$ cat config.mk
export PLATFORM = sky130hd
export DESIGN_NAME = key_led_ctrl_flat
export DESIGN_NICKNAME = d
export VERILOG_FILES = /design/src/rtl/key_led_ctrl_if.sv /design/src/rtl/key_led_ctrl.sv /design/src/flat_wrapper.sv
export SDC_FILE = /design/constraint.sdc
export NUM_CORES = 1
export LEC_CHECK = 0
export CORE_UTILIZATION = 35
export CTS_CLUSTER_SIZE = 12
export DETAILED_ROUTE_END_ITERATION = 7
export SLEW_MARGIN = 0
export SYNTH_ARGS = -nofsm -noshare
export SYNTH_HDL_FRONTEND = slang
export SYNTH_SLANG_ARGS = --single-unit
$ cat constraint.sdc
create_clock -name clk -period 3.55 [get_ports clk]
set_input_delay 0.5325 -clock clk [delete_from_list [all_inputs] [get_ports clk]]
set_output_delay 0.5325 -clock clk [all_outputs]
set_load 0.05 [all_outputs]
$ cat src/rtl/key_led_ctrl_if.sv
// Key strobe inputs and LED/mode/pulse outputs of the key LED controller.
interface key_led_ctrl_if;
  logic       pos_edge;
  logic       neg_edge;
  logic [1:0] led;
  logic [1:0] mode;
  logic       short_pulse;
  logic       long_pulse;

  modport master (output pos_edge, neg_edge, input led, mode, short_pulse, long_pulse);
  modport slave  (input pos_edge, neg_edge, output led, mode, short_pulse, long_pulse);
endinterface

$ cat src/rtl/key_led_ctrl.sv
// Classifies key presses as short/long and sequences a 2-bit LED through
// OFF / STATIC / BLINK / RUN display modes.
module key_led_ctrl #(
  parameter int LONG_CYC   = 50_000_000,
  parameter int BLINK_HALF = 12_500_000
) (
  input  logic           clk,
  input  logic           rst,
  key_led_ctrl_if.slave  bus
);
  typedef enum logic [1:0] {IDLE, PRESSED, LONG_HELD} state_t;

  // cnt is 0 right after the press edge, so the long threshold is reached on
  // the (LONG_CYC-1)th edge after the press.
  localparam logic [31:0] LONG_LAST  = 32'(LONG_CYC - 2);
  localparam logic [31:0] BLINK_LAST = 32'(BLINK_HALF - 1);

  state_t      state, state_n;
  logic [31:0] cnt, cnt_n;
  logic [31:0] tmr;
  logic [1:0]  led_q, mode_q;
  logic        short_q, long_q, short_n, long_n;
  logic        pos_only, neg_only;

  assign pos_only = bus.pos_edge & ~bus.neg_edge;
  assign neg_only = bus.neg_edge & ~bus.pos_edge;

  always_ff @(posedge clk) begin
    if (rst) begin
      state   <= IDLE;
      cnt     <= '0;
      short_q <= 1'b0;
      long_q  <= 1'b0;
    end else begin
      state   <= state_n;
      cnt     <= cnt_n;
      short_q <= short_n;
      long_q  <= long_n;
    end
  end

  always_comb begin
    state_n = state;
    cnt_n   = cnt;
    short_n = 1'b0;
    long_n  = 1'b0;
    unique case (state)
      IDLE: if (neg_only) begin
        state_n = PRESSED;
        cnt_n   = '0;
      end
      PRESSED: begin
        if (pos_only) begin
          state_n = IDLE;
          short_n = 1'b1;
        end else if (cnt == LONG_LAST) begin
          state_n = LONG_HELD;
          long_n  = 1'b1;
        end else begin
          cnt_n = cnt + 32'd1;
        end
      end
      LONG_HELD: if (pos_only) state_n = IDLE;
      default: state_n = IDLE;
    endcase
  end

  // Mode/LED react on the classification edge so the new pattern shows
  // alongside the pulse.
  always_ff @(posedge clk) begin
    if (rst) begin
      mode_q <= 2'd0;
      led_q  <= 2'b00;
      tmr    <= '0;
    end else if (short_n || long_n) begin
      tmr <= '0;
      if (long_n) begin
        mode_q <= 2'd0;
        led_q  <= 2'b00;
      end else begin
        mode_q <= mode_q + 2'd1;
        unique case (mode_q + 2'd1)
          2'd0:    led_q <= 2'b00;
          2'd3:    led_q <= 2'b01;
          default: led_q <= 2'b11;
        endcase
      end
    end else if (mode_q[1]) begin
      if (tmr == BLINK_LAST) begin
        tmr   <= '0;
        led_q <= ~led_q;
      end else begin
        tmr <= tmr + 32'd1;
      end
    end else begin
      tmr <= '0;
    end
  end

  assign bus.led         = led_q;
  assign bus.mode        = mode_q;
  assign bus.short_pulse = short_q;
  assign bus.long_pulse  = long_q;
endmodule

$ cat src/flat_wrapper.sv
// flat-port wrapper written by rule: the top's interface ports become plain ports
module key_led_ctrl_flat 
#(
  parameter int LONG_CYC   = 50_000_000,
  parameter int BLINK_HALF = 12_500_000
)
  (clk, rst, bus_pos_edge, bus_neg_edge, bus_led, bus_mode, bus_short_pulse, bus_long_pulse);
  key_led_ctrl_if bus_i ();
  input  logic clk;
  input  logic rst;
  input wire logic [$bits(bus_i.pos_edge)-1:0] bus_pos_edge;
  input wire logic [$bits(bus_i.neg_edge)-1:0] bus_neg_edge;
  output wire logic [$bits(bus_i.led)-1:0] bus_led;
  output wire logic [$bits(bus_i.mode)-1:0] bus_mode;
  output wire logic [$bits(bus_i.short_pulse)-1:0] bus_short_pulse;
  output wire logic [$bits(bus_i.long_pulse)-1:0] bus_long_pulse;
  assign bus_i.pos_edge = bus_pos_edge;
  assign bus_i.neg_edge = bus_neg_edge;
  assign bus_led = bus_i.led;
  assign bus_mode = bus_i.mode;
  assign bus_short_pulse = bus_i.short_pulse;
  assign bus_long_pulse = bus_i.long_pulse;
  key_led_ctrl #(.LONG_CYC(LONG_CYC), .BLINK_HALF(BLINK_HALF)) u_core (.clk(clk), .rst(rst), .bus(bus_i));
endmodule
==> results.cfg <==
[pwr]
p_leak_nw = 1.12
pwr-share-seq_pct = 51.2
internal_power_w = 0.00124
ir_drop_v = 0.000152
power_density_nw_per_um2 = 397
swShare_pct = 21.7
clock_power_share_pct = 45.4
p_comb_share_pct = 3.4
p_sw_w = 0.000345

[logic_synthesis]
netlist_area_um2 = 3610
ys_types = 43
seq_area_frac_synth_pct = 39.9
synth-edff-count = 0
avgSynthCellArea_um2 = 8.20
synth-warning-count = 0
ys_async_sr_fraction_pct = 0
dominantRegCellSynth = dfxtp_1
syn-instance-count = 440
synth_fp_nets = 448
yosys_register_bits = 72

[global_routing]
grt_pass1_wl_mm = 13.8
grt_max_degree = 33
grtUsageTotal_pct = 15.8
antenna_found_initial = 0
grt_pass1_vias = 2850
grt-ovfl-total = 0

[die]
dieHeight_um = 104
die_x_um = 104
io-pin-count = 10
rows = 36
core_area_um2 = 9860
die_area_um2 = 10700
initial_core_util_pct = 36.6

[routing]
via_per_inst = 5.48
drc = 0
top_layer = met4
num_vias = 3178
wl_met2_mm = 3.44
ant_nets = 0
wirelength_mm = 7.90
wire_per_inst_um = 13.6
wl_met3_um = 384
drt_first_pass_iters = 5
initialDrtViolationCount = 185
wl_met1_mm = 3.98

[sta]
setup_viol = 0
worst_slew_margin_rel_pct = 49.7
finalHoldViolCount = 0
finalWorstSetupSlack_ns = 0.954
fin_crit_ns = 2.60
drv_slew = 0
max_freq_mhz = 385
finalCritPeriodShare_pct = 73.1
tns_ns = 0
rsz0062_at_grt = no
tightestPinTransition_ns = 0.752
skew_ns = 0.0107

[hold_path]
min-delay-start = u_core.tmr[0]
min_path_type = reg2reg

[setup_path]
cp.arrival_ns = 2.80
cp-end-kind = register
cp.depth = 5
cp_cell_sequence = or4_1 -> or4_4 -> nor4_4 -> or4b_2 -> nor2_1
rr_startpoint = u_core.cnt[28]
ff2ff_setup_slack_ns = 0.95
crit_type = reg2reg
worstSetupStartpointType = register
startpoint = u_core.cnt[28]
rr_worst_depth = 5
critPathMaxFanout = 32
slowest_stage = or4b_2
path_delay_family = simple AND/OR/NAND/NOR gates
crit_path_end = u_core.tmr[9]
cp_num_buf_inv = 0
cp.required_ns = 3.75
critPathMaxStageDelay_ns = 0.61
r2r-end = u_core.tmr[9]

[job]
max_cap_viol_count = 0

[clock_tree]
cts_max_level = 3
clkLatencyLatePin_ns = 0.35
postCtsSetupRepairBufs = 0
cts_hold_buf = 0
cts_sinks = 72
cts_tree = yes
path_clk_slew_ns = 0.07
clock_path_buffers = 2
root_buffer = clkbuf_8
cts_resized = 0
numCtsBuffers = 9

[cells_and_area]
fin_nets = 450
antenna_cells = 0
fin_area_um2 = 4000
syn_to_final_growth_pct = 10.8
final_util_pct = 40.5
drive_gt1_share_pct = 5.59

[place]
numPortBuffers = 9
placed_area_um2 = 3780
gp_congestion = 0.772
hpwl_mm = 5.41
place_ws_ns = 0.886

[run_status]
outcome = finished clean
## how the worst min path moves through the flow
stage	endpoint	depth (start not counted)
finish	u_core.tmr[0]	1
global route	u_core.tmr[0]	1
CTS	u_core.tmr[0]	1
detailed placement	u_core.tmr[0]	1
global placement	u_core.tmr[0]	1
floorplan	u_core.tmr[0]	1
## Yosys cell counts, types with 6 or more instances
| master | number | area [µm²] |
|---|---|---|
| a21oi_1 | 22 | 110 |
| nor4_1 | 18 | 113 |
| o21ai_0 | 13 | 65.1 |
| and4_1 | 11 | 96.3 |
| or3_1 | 8 | 50.1 |
| and3_1 | 6 | 37.5 |
| or4_1 | 14 | 105 |
| nor2_1 | 54 | 203 |
| nor3_1 | 23 | 115 |
| clkbuf_1 | 13 | 48.8 |
| nand4_1 | 21 | 131 |
| dfxtp_1 | 72 | 1440 |
| o31ai_1 | 8 | 60.1 |
| nand3_1 | 23 | 115 |
| xor2_1 | 9 | 78.8 |
| inv_1 | 14 | 52.6 |
| xnor2_1 | 30 | 263 |
| nand2_1 | 37 | 139 |
## final cells by class
class | instances | area (µm²)
Timing Repair Buffer | 12 | 113
Multi-Input combinational cell | 333 | 2010
Tap cell | 133 | 166
Inverter | 14 | 52.6
Clock buffer | 13 | 149
Clock inverter | 3 | 65.1
Fill cell | 988 | 5870
Sequential cell | 72 | 1440
## worst register-to-register path: stages, from the launching register on
cell	delay, ns
dfxtp_1	0.38
or4_1	0.57
or4_4	0.52
nor4_4	0.25
or4b_2	0.61
nor2_1	0.13
## power by group through the flow
stage	clock network (W)	logic, W	registers [W]
after floorplan	0	0.0000304	0.000835
after CTS	0.000733	0.0000536	0.000812
after detailed placement	0	0.0000533	0.000831
final	0.000719	0.0000535	0.000812
after global routing	0.000773	0.0000587	0.000813
after global placement	0	0.0000532	0.000831
## cell families (layout without fill, tap and decap cells)
| logic type | after synthesis | in the layout | synth area share, % |
|---|---|---|---|
| adders and majority gates | 4 | 4 | 1.39 |
| buffers and inverters | 35 | 42 | 4.33 |
| xor gates and xnor gates | 39 | 39 | 9.47 |
| DFF | 72 | 72 | 39.9 |
| and+or+nand+nor | 234 | 234 | 35.3 |
| AOI/OAI and AO/OA | 55 | 55 | 9.26 |
| muxes | 1 | 1 | 0.277 |
## routing by layer
metal	GRT usage, %	vias to the layer above
met4	5.28	0
met3	4.66	11
met5	0	-
met1	22.0	1500
met2	23.3	63
li1	-	1604
## flip-flops by register name, summed over array words and instances, names as in the netlist
signal                  count
u_core.cnt                 32
u_core.tmr                 32
u_core.bus.led              2
u_core.bus.mode             2
u_core.state                2
u_core.bus.long_pulse       1
u_core.bus.short_pulse      1
## stage by stage
| step | cells | power, W | hold slack (ns) |
|---|---|---|---|
| 6_report | 580 | 0.00159 | 0.457 |
| 2_1_floorplan | 440 | 0.000865 | 0.422 |
| 4_1_cts | 580 | 0.00160 | 0.464 |
| 5_1_grt | 580 | 0.00164 | 0.483 |
| 3_3_place_gp | 564 | 0.000884 | 0.439 |
| 3_5_place_dp | 564 | 0.000884 | 0.447 |
## cell usage in the layout (no fill, tap or decap), drive strengths merged
master         synthesis  final
a2111oi                1      1
a21o                   2      2
a21oi                 23     23
a31o                   1      1
and2                   1      1
and3                   6      6
and4                  11     11
buf                    8      3
bufinv                 0      2
clkbuf                13     13
clkdlybuf4s50          0      9
clkinv                 0      1
dfxtp                 72     72
ha                     4      4
inv                   14     14
mux2i                  1      1
nand2                 37     37
nand2b                 3      3
nand3                 23     23
nand4                 21     21
nand4b                 2      2
nor2                  54     54
nor2b                  2      2
nor3                  23     23
nor4                  20     20
nor4b                  4      4
o21a                   2      2
o21ai                 13     13
o21bai                 1      1
o311ai                 1      1
o31a                   2      2
o31ai                  8      8
o32ai                  1      1
or2                    1      1
or3                    9      9
or4                   16     16
or4b                   1      1
xnor2                 30     30
xor2                   9      9
Power figures use the tool's default switching activity.
